--- config.mk ---
export PLATFORM = sky130hd
export DESIGN_NAME = instr_feeder_flat
export DESIGN_NICKNAME = d
export VERILOG_FILES = /design/src/rtl/instr_feeder_if.sv /design/src/rtl/instr_feeder.sv /design/src/flat_wrapper.sv
export SDC_FILE = /design/constraint.sdc
export NUM_CORES = 1
export LEC_CHECK = 0
export BUFFER_PORTS_ARGS = -buffer_cell sky130_fd_sc_hd__buf_2
export CAP_MARGIN = 0
export CORE_ASPECT_RATIO = 0.6
export CORE_MARGIN = 3
export CORE_UTILIZATION = 35
export DETAILED_ROUTE_END_ITERATION = 7
export PLACE_DENSITY = 0.62
export SETUP_SLACK_MARGIN = 0.15
export SYNTH_ARGS = -nofsm -noshare
export SYNTH_HDL_FRONTEND = slang
export SYNTH_SLANG_ARGS = --single-unit
--- constraint.sdc ---
create_clock -name clk -period 2.27 [get_ports clk]
set_input_delay 0.1135 -clock clk [delete_from_list [all_inputs] [get_ports clk]]
set_output_delay 0.1135 -clock clk [all_outputs]
set_load 0.1 [all_outputs]
--- src/rtl/instr_feeder_if.sv ---
// ---------------------------------------------------------------------------
// instr_feeder_if
// Bundles every non-clock signal of the instruction feeder.
//
// Signals
//   load_en, load_addr, load_data : program memory write port (host side)
//   prog_len                      : number of words to issue, sampled on start
//   start                         : one-cycle pulse that launches the program
//   done                          : processor Done
//   din, run                      : word and strobe driven to the processor
//   busy, prog_done, error        : feeder status
//   issued                        : words issued so far in this program
//
// Modports
//   master : host/processor side (drives load, start and done)
//   slave  : the feeder itself
// ---------------------------------------------------------------------------
interface instr_feeder_if #(
  parameter int INSTR_W = 9,
  parameter int AW      = 4
);
  logic               load_en;
  logic [AW-1:0]      load_addr;
  logic [INSTR_W-1:0] load_data;
  logic [AW:0]        prog_len;
  logic               start;
  logic               done;
  logic [INSTR_W-1:0] din;
  logic               run;
  logic               busy;
  logic               prog_done;
  logic               error;
  logic [AW:0]        issued;

  modport master (
    output load_en, load_addr, load_data, prog_len, start, done,
    input  din, run, busy, prog_done, error, issued
  );

  modport slave (
    input  load_en, load_addr, load_data, prog_len, start, done,
    output din, run, busy, prog_done, error, issued
  );
endinterface

--- src/rtl/instr_feeder.sv ---
// ---------------------------------------------------------------------------
// instr_feeder
// Instruction-stream producer for simple_processor_Top. Holds a small program
// memory and, on start, issues each instruction word (plus the immediate word
// of an mvi) to the processor, waiting for Done between instructions.
//
// Ports
//   clk  : system clock, rising edge
//   rst  : asynchronous, active-high reset
//   bus  : instr_feeder_if.slave
//          in : load_en/load_addr/load_data, prog_len, start, done
//          out: din, run, busy, prog_done, error, issued
//
// Instruction format: opcode = word[2:0]; 3'b001 (mvi) is followed by one
// immediate word, every other opcode is a single word.
// ---------------------------------------------------------------------------
module instr_feeder #(
  parameter int INSTR_W = 9,
  parameter int AW      = 4,
  parameter int TIMEOUT = 64,
  parameter int TW      = 7
) (
  input  logic           clk,
  input  logic           rst,
  instr_feeder_if.slave  bus
);

  localparam int              DEPTH    = 2**AW;
  localparam logic [AW:0]     LEN_MAX  = (AW+1)'(DEPTH);
  localparam logic [TW-1:0]   TMO_LAST = TW'(TIMEOUT - 1);
  localparam logic [2:0]      OP_MVI   = 3'b001;

  typedef enum logic [2:0] {
    S_IDLE,
    S_ISSUE,
    S_IMM,
    S_WAIT,
    S_FINISH,
    S_ERR
  } state_t;

  state_t             state;
  state_t             state_nxt;

  logic [INSTR_W-1:0] mem [DEPTH];
  logic [AW:0]        pc;
  logic [AW:0]        len_r;
  logic [AW:0]        issued_r;
  logic [AW:0]        len_in;
  logic [TW-1:0]      tcnt;
  logic [INSTR_W-1:0] din_r;
  logic [INSTR_W-1:0] cur_word;
  logic               error_r;
  logic               start_ok;

  function automatic logic is_mvi(input logic [INSTR_W-1:0] w);
    return (w[2:0] == OP_MVI);
  endfunction

  // An mvi whose immediate would fall at or beyond the program end is a
  // malformed program. This is decided before the instruction is issued so
  // that the processor never sees a half instruction.
  function automatic logic missing_imm(input logic [INSTR_W-1:0] w,
                                       input logic [AW:0]      p,
                                       input logic [AW:0]      l);
    return is_mvi(w) && (({1'b0, p} + 1'b1) >= {1'b0, l});
  endfunction

  function automatic logic [AW:0] clamp_len(input logic [AW:0] l);
    return (l > LEN_MAX) ? LEN_MAX : l;
  endfunction

  assign len_in   = clamp_len(bus.prog_len);
  // pc can equal DEPTH only after the last word, when the read is unused.
  assign cur_word = mem[pc[AW-1:0]];
  assign start_ok = (state == S_IDLE) && bus.start;

  // Program memory: written only while idle, never reset.
  always_ff @(posedge clk) begin
    if (bus.load_en && (state == S_IDLE)) begin
      mem[bus.load_addr] <= bus.load_data;
    end
  end

  // State register
  always_ff @(posedge clk or posedge rst) begin
    if (rst) begin
      state <= S_IDLE;
    end else begin
      state <= state_nxt;
    end
  end

  // Next state and outputs
  always_comb begin
    state_nxt     = state;
    bus.run       = 1'b0;
    bus.din       = din_r;
    bus.busy      = (state != S_IDLE);
    bus.prog_done = 1'b0;
    bus.error     = error_r;
    bus.issued    = issued_r;

    case (state)
      S_IDLE: begin
        if (bus.start) begin
          if (len_in == '0) begin
            state_nxt = S_FINISH;
          end else if (missing_imm(mem[0], '0, len_in)) begin
            state_nxt = S_ERR;
          end else begin
            state_nxt = S_ISSUE;
          end
        end
      end

      S_ISSUE: begin
        bus.run   = 1'b1;
        bus.din   = cur_word;
        state_nxt = is_mvi(cur_word) ? S_IMM : S_WAIT;
      end

      S_IMM: begin
        bus.din   = cur_word;
        state_nxt = S_WAIT;
      end

      S_WAIT: begin
        if (bus.done) begin
          if (pc >= len_r) begin
            state_nxt = S_FINISH;
          end else if (missing_imm(cur_word, pc, len_r)) begin
            state_nxt = S_ERR;
          end else begin
            state_nxt = S_ISSUE;
          end
        end else if (tcnt == TMO_LAST) begin
          state_nxt = S_ERR;
        end
      end

      S_FINISH: begin
        bus.prog_done = 1'b1;
        state_nxt     = S_IDLE;
      end

      S_ERR: begin
        state_nxt = S_IDLE;
      end

      default: begin
        state_nxt = S_IDLE;
      end
    endcase
  end

  // Program counter, issue count, timeout counter, held DIN and error flag
  always_ff @(posedge clk or posedge rst) begin
    if (rst) begin
      pc       <= '0;
      len_r    <= '0;
      issued_r <= '0;
      tcnt     <= '0;
      din_r    <= '0;
      error_r  <= 1'b0;
    end else begin
      // Setting wins over clearing so that a start which immediately fails
      // still leaves the flag raised.
      if (state_nxt == S_ERR) begin
        error_r <= 1'b1;
      end else if (start_ok) begin
        error_r <= 1'b0;
      end

      case (state)
        S_IDLE: begin
          if (bus.start) begin
            len_r    <= len_in;
            pc       <= '0;
            issued_r <= '0;
            tcnt     <= '0;
          end
        end

        S_ISSUE, S_IMM: begin
          din_r    <= cur_word;
          pc       <= pc + 1'b1;
          issued_r <= issued_r + 1'b1;
          tcnt     <= '0;
        end

        S_WAIT: begin
          tcnt <= bus.done ? '0 : (tcnt + 1'b1);
        end

        default: begin
        end
      endcase
    end
  end

endmodule

--- src/flat_wrapper.sv ---
// flat-port wrapper written by rule: the top's interface ports become plain ports
module instr_feeder_flat 
#(
  parameter int INSTR_W = 9,
  parameter int AW      = 4,
  parameter int TIMEOUT = 64,
  parameter int TW      = 7
)
  (clk, rst, bus_load_en, bus_load_addr, bus_load_data, bus_prog_len, bus_start, bus_done, bus_din, bus_run, bus_busy, bus_prog_done, bus_error, bus_issued);
  instr_feeder_if #(.INSTR_W(INSTR_W), .AW(AW)) bus_i ();
  input  logic clk;
  input  logic rst;
  input wire logic [$bits(bus_i.load_en)-1:0] bus_load_en;
  input wire logic [$bits(bus_i.load_addr)-1:0] bus_load_addr;
  input wire logic [$bits(bus_i.load_data)-1:0] bus_load_data;
  input wire logic [$bits(bus_i.prog_len)-1:0] bus_prog_len;
  input wire logic [$bits(bus_i.start)-1:0] bus_start;
  input wire logic [$bits(bus_i.done)-1:0] bus_done;
  output wire logic [$bits(bus_i.din)-1:0] bus_din;
  output wire logic [$bits(bus_i.run)-1:0] bus_run;
  output wire logic [$bits(bus_i.busy)-1:0] bus_busy;
  output wire logic [$bits(bus_i.prog_done)-1:0] bus_prog_done;
  output wire logic [$bits(bus_i.error)-1:0] bus_error;
  output wire logic [$bits(bus_i.issued)-1:0] bus_issued;
  assign bus_i.load_en = bus_load_en;
  assign bus_i.load_addr = bus_load_addr;
  assign bus_i.load_data = bus_load_data;
  assign bus_i.prog_len = bus_prog_len;
  assign bus_i.start = bus_start;
  assign bus_i.done = bus_done;
  assign bus_din = bus_i.din;
  assign bus_run = bus_i.run;
  assign bus_busy = bus_i.busy;
  assign bus_prog_done = bus_i.prog_done;
  assign bus_error = bus_i.error;
  assign bus_issued = bus_i.issued;
  instr_feeder #(.INSTR_W(INSTR_W), .AW(AW), .TIMEOUT(TIMEOUT), .TW(TW)) u_core (.clk(clk), .rst(rst), .bus(bus_i));
endmodule
==> impl_summary.log, run 1 <==
INFO  metric failed_checks = setup timing
INFO  metric tritoncts_sinks = 179
INFO  metric dp.final_hpwl = between 10 and 15 mm
INFO  metric status = finished, violations left
INFO  metric postRouteAntennaNets = 0
INFO  metric num_antenna_cells = 0
INFO  metric mostFrequentLayoutCell = edfxtp_1
INFO  metric wl_per_cell = 21.1 um
INFO  metric grt_overflow = 0
INFO  metric drv.max_cap_violation_count = 0
INFO  metric std_cell_rows = 40
INFO  metric synth.yosys.warnings = 0
INFO  metric first_global_vias = 4329
INFO  metric final_worst_path_setup_slack = -0.442 ns
INFO  metric cts_inserted_buffers = 17
INFO  metric static-leakage-power = 3.47 nW
INFO  metric die_y = 119 um
INFO  metric number_of_synthesized_flops_with_an_enable_pin = between 100 and 150
INFO  metric clock_insertion_delay_worst_skew = 0.42 ns
INFO  metric rsz0062_at_grt = true
INFO  metric async_set_or_reset_flop_fraction_in_the_synthesized_netlist = 0.196
INFO  metric count_of_tritonroute_iterations_in_the_first_routing_pass = 5
INFO  metric power-per-cell-area = ~1400 nW/um^2
INFO  metric syn_avg_cell_area = approximately 17 um^2
INFO  metric io_pins = 41
INFO  metric global_route_wire_length_before_repair = 26.7 mm
INFO  metric startpoint_type = flop
INFO  metric ctsLongestPathBuffers = 2
INFO  metric timing.fmax = 369 MHz
INFO  metric detail_route.vias_per_cell = 5.16
INFO  metric end_kind = output port
INFO  metric postSynthNetCount = roughly 480
INFO  metric worstMarginPinSlew = 0.652 ns
INFO  metric postSynthCellCount = 440
INFO  metric critical_path_class = reg2out
INFO  metric flow.area_growth_from_synthesis = 28.4%
INFO  metric drc = 0
INFO  metric routed_wl = 17.6 mm
INFO  metric final_nets = around 590
INFO  metric whs = 0.0831 ns
INFO  metric effective_utilization_at_floorplan = 0.364
INFO  metric port_buffers = 40
INFO  metric vdd_drop_max = roughly 2.3 mV
INFO  metric hold_class = in2reg
INFO  metric final.period_utilization = 1.19
INFO  metric ys_seq_elements = 179
INFO  metric number_of_cells_in_the_design_after_placement = 785
INFO  metric critPathMaxFanout = 8
INFO  metric gpl.final_weighted_congestion = 0.809
INFO  metric final_hold_viol_count = 0
INFO  metric worst_reg2reg_path_depth = 8
INFO  metric core-area = approximately 20000 um^2
INFO  metric slew_headroom = 0.565
INFO  metric final_period_minus_worst_setup_slack = about 2.7 ns
INFO  metric layout.cells.most_common_list = edfxtp_1, buf_4, mux4_2
INFO  metric report.final.slew_viol_count = 0
INFO  metric grt_max_degree = 24
INFO  metric synthFlopType = edfxtp_1
INFO  metric mappedNetlistArea = 7460 um^2
INFO  metric instances_no_fill = 835
INFO  metric share_of_cells_above_drive_strength_1 = 0.377
INFO  metric clock-root-buffer = clkbuf_16
INFO  metric grt_antenna_before_repair = 2
INFO  metric die_area = 23200 um^2
INFO  metric grt.total_usage = 0.156
INFO  metric vias_after_detailed_routing = 4309
INFO  metric first_iter_violations = 331
INFO  metric tritoncts = done
INFO  metric setup-tns-final = -4.16 ns
INFO  metric required_time_reported_for_the_critical_path_endpoint = about 2.2 ns
INFO  metric finalSetupViolations = 13
INFO  metric cts.reportedPaths.clkPinSlew = 0.07 ns
INFO  metric hold_path_depth = 1
INFO  metric timing.critical_path.arrival = ~2.6 ns
INFO  metric final_util = 0.468
INFO  metric fin_worst_skew = 0.0140 ns
INFO  metric seq_area_frac_synth = 0.697
INFO  metric htree_levels = 4
INFO  metric floorplan.die.width = roughly 200 um
INFO  metric n_fill_cell = 1722
INFO  metric netlist-cell-type-count = 48
[state kept, by name, summed over array words and instances, names as in the netlist]
register,cells
u_core.bus.error,1
u_core.bus.issued,5
u_core.din_r,9
u_core.len_r,5
u_core.mem,144
u_core.pc,5
u_core.state,3
u_core.tcnt,7
[critical path, stage by stage, from the launching register on]
cell	delay, ns
dfrtp_2	0.46
buf_12	0.13
buf_16	0.13
mux4_2	0.50
mux4_2	0.48
mux2_4	0.30
buf_12	0.17
[stage by stage]
| step | setup WS (ns) | total power, mW | cell area (um^2) |
|---|---|---|---|
| floorplan | -0.0606 | 8.37 | 7600 |
| global placement | -0.0906 | 9.94 | 8610 |
| detailed placement | -0.129 | 10.0 | 8610 |
| CTS | -0.472 | 13.7 | 9520 |
| global route | -0.514 | 14.4 | 9580 |
| finish | -0.442 | 13.8 | 9580 |
[area by class of cell]
| class | instances | area [um^2] | share of cell area |
|---|---|---|---|
| Sequential cell | 179 | 5200 | 0.543 |
| Multi-Input combinational cell | 233 | 2320 | 0.242 |
| Timing Repair Buffer | 109 | 1100 | 0.115 |
| Clock buffer | 19 | 433 | 0.0452 |
| Tap cell | 273 | 342 | 0.0357 |
| Clock inverter | 13 | 150 | 0.0157 |
| Inverter | 9 | 33.8 | 0.00353 |
[cell usage after synthesis (9+ instances only)]
master / n / share of area
dfrtp_1: 35 / 0.12
nor2_1: 29 / 0.015
nor3_1: 11 / 0.0074
o21ai_0: 21 / 0.014
ha_1: 13 / 0.022
inv_1: 9 / 0.0045
edfxtp_1: 144 / 0.58
nand2_1: 26 / 0.013
nand2b_1: 10 / 0.0084
mux4_2: 33 / 0.10
mux2i_1: 13 / 0.017
mux2_2: 11 / 0.017
[final timing paths]
kind | slack, ns | from | to
max | -0.44 | u_core.pc[0] | bus_din[7]
min | 0.08 | bus_load_data[4] | u_core.mem[9][4]
max reg2reg | -0.21 | u_core.pc[0] | u_core.bus.error
min reg2reg | 0.50 | u_core.len_r[1] | u_core.len_r[1]
max in group asynchronous | 1.34 | rst | u_core.din_r[6]
min in group asynchronous | 0.32 | rst | u_core.tcnt[6]
[power by group]
group          switching [mW]  internal, mW  leakage [nW]
Combinational            3.91          2.95          1.46
Clock                    1.26          1.65         0.285
Sequential              0.201          3.82          1.73
Total                    5.37          8.41          3.47
[timing repair]
action | 4_1_cts | 5_1_grt
pin swaps | 10 | 8
cloned | 1 | 0
buffers inserted | 9 | 1
hold endpoints to repair | 22 | 0
gates resized for setup | 38 | 13
hold buffers | 7 | 0
setup endpoints to repair | 14 | 18
[logic make-up after synthesis]
| family | synth area share |
|---|---|
| muxes | 0.137 |
| adders and majority gates | 0.0218 |
| buffers and inverters | 0.0203 |
| DFF | 0.697 |
| AOI/OAI and AO/OA | 0.0540 |
| xor gates and xnor gates | 0.00939 |
| and+or+nand+nor | 0.0604 |
[layer usage]
metal,track usage,vias to the layer above,part of all wire
li1,-,1954,-
met4,0.0282,4,0.0030
met1,0.247,2232,0.52
met2,0.210,110,0.41
met5,0,-,0.0012
met3,0.0498,9,0.067
(Power assumes the default switching activity.)
==> run 2: changes to the inputs <==
--- a/config.mk
+++ b/config.mk
@@ -11,7 +11,7 @@
 export CORE_MARGIN = 3
 export CORE_UTILIZATION = 35
 export DETAILED_ROUTE_END_ITERATION = 7
-export PLACE_DENSITY = 0.62
+export PLACE_DENSITY = 0.55
 export SETUP_SLACK_MARGIN = 0.15
 export SYNTH_ARGS = -nofsm -noshare
 export SYNTH_HDL_FRONTEND = slang
==> run 2 against run 1 <==
The run still ends with setup timing left; global-route usage is 0.60 points higher; sequential share of layout area decreased by 0.78 points; sequential power hardly changed; core utilization grew 0.67 points; combinational power about the same; clock skew decreased by 0.0028 ns; worst setup slack worse by 0.0016 ns; register-to-register slack improved by 0.13 ns; clock power grew 10%; wire length is 2.4% higher; power rose by 2.1%; non-clock buffer count is 6 higher.
==> impl_summary.log, run 2 (synthesis results as in run 1) <==
INFO  metric startpoint_type = flop (unchanged)
INFO  metric max_stage_delay = 0.51 ns (was 0.50 ns)
INFO  metric clock_insertion_delay_worst_skew = 0.42 ns (about the same)
INFO  metric multi_input_comb_area = 2360 um^2 (was 2320 um^2)
INFO  metric postLayoutCellArea = 9710 um^2 (was 9580 um^2)
INFO  metric std_cell_rows = 40 (unchanged)
INFO  metric postRouteAntennaNets = 0 (unchanged)
INFO  metric static-leakage-power = 3.53 nW (was 3.47 nW)
INFO  metric crit_buf_inv = 3 (unchanged)
INFO  metric floorplan.die.width = 194 um (unchanged)
INFO  metric whs = 0.0813 ns (was 0.0831 ns)
INFO  metric n_fill_cell = 1722 (unchanged)
INFO  metric end_kind = output port (unchanged)
INFO  metric required_time_reported_for_the_critical_path_endpoint = 2.16 ns (about the same)
INFO  metric dpl_cell_area = 8700 um^2 (was 8610 um^2)
INFO  metric core-area = 20500 um^2 (unchanged)
INFO  metric clock-root-buffer = clkbuf_16 (unchanged)
INFO  metric final_worst_path_setup_slack = -0.443 ns (was -0.442 ns)
INFO  metric critPathTopFamily = multiplexers (unchanged)
INFO  metric dp.final_hpwl = 12.4 mm (was 12.1 mm)
INFO  metric largest_register = u_core.mem (unchanged)
INFO  metric mostFrequentLayoutCell = edfxtp_1 (unchanged)
INFO  metric gpl.final_weighted_congestion = 0.801 (was 0.809)
INFO  metric io_pins = 41 (unchanged)
INFO  metric tritoncts = done (unchanged)
INFO  metric critPathMaxFanout = 7 (was 8)
INFO  metric timing.fmax = 369 MHz (about the same)
INFO  metric final_nets = 591 (was 585)
INFO  metric global_route_wire_length_before_repair = 27.8 mm (was 26.7 mm)
INFO  metric count_of_tritonroute_iterations_in_the_first_routing_pass = 5 (unchanged)
INFO  metric drc = 0 (unchanged)
INFO  metric final_hold_viol_count = 0 (unchanged)
INFO  metric largest_reg_flops = 144 (unchanged)
INFO  metric cts_inserted_buffers = 17 (unchanged)
INFO  metric ctsLongestPathBuffers = 2 (unchanged)
INFO  metric power.total = 14.1 mW (was 13.8 mW)
INFO  metric first_iter_violations = 482 (was 331)
INFO  metric rsz0062_at_grt = true (unchanged)
INFO  metric layout.cells.most_common_list = edfxtp_1, buf_4, dfrtp_1 (was edfxtp_1, buf_4, mux4_2)
INFO  metric vdd_drop_max = 1.44 mV (was 2.33 mV)
INFO  metric final-seq-area = 5200 um^2 (about the same)
INFO  metric port_buffers = 40 (unchanged)
INFO  metric htree_levels = 4 (unchanged)
INFO  metric fin_worst_skew = 0.0113 ns (was 0.0140 ns)
INFO  metric worstMarginPinSlew = 0.505 ns (was 0.652 ns)
INFO  metric cp_cell_sequence = buf_4, buf_12, mux4_2, mux4_2, mux2_4, buf_12 (was buf_12, buf_16, mux4_2, mux4_2, mux2_4, buf_12)
INFO  metric die_area = 23200 um^2 (unchanged)
INFO  metric crit_slowest_cell = mux4_2 (unchanged)
INFO  metric number_of_cells_in_the_design_after_placement = 793 (was 785)
INFO  metric effective_utilization_at_floorplan = 0.364 (unchanged)
INFO  metric wl_per_cell = 21.5 um (was 21.1 um)
INFO  metric final.period_utilization = 1.20 (was 1.19)
INFO  metric final_period_minus_worst_setup_slack = 2.71 ns (about the same)
INFO  metric tritoncts_sinks = 179 (unchanged)
INFO  metric failed_checks = setup timing (unchanged)
INFO  metric timing.critical_path.arrival = 2.60 ns (about the same)
INFO  metric grt_max_degree = 36 (was 24)
INFO  metric first_global_vias = 4572 (was 4329)
INFO  metric drv.max_cap_violation_count = 0 (unchanged)
INFO  metric grt_overflow = 0 (unchanged)
INFO  metric flow.area_growth_from_synthesis = 30.2% (was 28.4%)
INFO  metric report.final.slew_viol_count = 0 (unchanged)
INFO  metric hold_class = in2reg (unchanged)
INFO  metric slew_headroom = 0.663 (was 0.565)
INFO  metric instances_no_fill = 841 (was 835)
INFO  metric detail_route.vias_per_cell = 5.26 (was 5.16)
INFO  metric vias_after_detailed_routing = 4425 (was 4309)
INFO  metric finalSetupViolations = 11 (was 13)
INFO  metric biggestRegsByFlops = u_core.mem: 144 flops, u_core.din_r: 9 flops, u_core.tcnt: 7 flops (unchanged)
INFO  metric power-per-cell-area = 1450 nW/um^2 (was 1440 nW/um^2)
INFO  metric num_antenna_cells = 0 (unchanged)
INFO  metric grt.total_usage = 0.162 (was 0.156)
INFO  metric share_of_cells_above_drive_strength_1 = 0.394 (was 0.377)
INFO  metric die_y = 119 um (unchanged)
INFO  metric routed_wl = 18.1 mm (was 17.6 mm)
INFO  metric cts.reportedPaths.clkPinSlew = 0.06 ns (was 0.07 ns)
INFO  metric grt_antenna_before_repair = 1 (was 2)
INFO  metric critical_path_class = reg2out (unchanged)
INFO  metric status = finished, violations left (unchanged)
run 2: per-stage QoR:
step	setup slack, ns	utilization	TNS [ns]
after floorplan	-0.0606	-	-0.211
after global placement	-0.0735	0.425	-0.370
after detailed placement	-0.0970	0.425	-0.494
after CTS	-0.461	0.467	-3.63
after global routing	-0.508	0.475	-4.54
final	-0.443	0.475	-3.46
run 2: metal layers:
metal / track usage / vias to the layer above / routed length (um)
met1: 0.260 / 2306 / 9270
li1: - / 1965 / -
met5: 0 / - / 9
met4: 0.0381 / 2 / 194
met2: 0.219 / 133 / 7510
met3: 0.0399 / 19 / 1060
run 2: area by class of cell:
type / instances / share of cell area
sequential: 179 / 0.535
multi-input combinational: 233 / 0.243
timing repair buffer: 115 / 0.116
clock buffer: 19 / 0.0456
tap: 273 / 0.0352
clock inverter: 13 / 0.0213
inverter: 9 / 0.00348
run 2: timing repair:
action,in CTS,in global routing
hold endpoints to repair,42,0
pin swaps,1,12
endpoints found under the setup margin,13,66
hold buffers,7,0
cloned,0,1
resized for setup,34,17
setup buffers,2,6
run 2: worst reg2reg max path: cells and delay by family, from the launching register on:
kind	cells	cell delay, ns
buffers and inverters	4	0.50
AOI/OAI and AO/OA	5	0.59
adders and majority gates	1	0.20
and+or+nand+nor	1	0.54
DFF	1	0.46
run 2: final timing paths:
kind / endpoint / cells after the start / slack, ns / from
hold / removal: u_core.mem[15][8] / 1 / 0.08 / bus_load_data[8]
min in group asynchronous: u_core.bus.issued[2] / 4 / 0.36 / rst
max in group asynchronous: u_core.pc[0] / 4 / 1.53 / rst
setup reg to reg: u_core.bus.error / 11 / -0.08 / u_core.pc[0]
setup / recovery: bus_din[4] / 6 / -0.44 / u_core.pc[0]
hold reg to reg: u_core.len_r[3] / 2 / 0.49 / u_core.len_r[3]
run 2: report_power, final:
group | internal [mW] | switching, mW
logic | 2.92 | 3.95
registers | 3.82 | 0.190
clock network | 1.99 | 1.21
total | 8.72 | 5.35
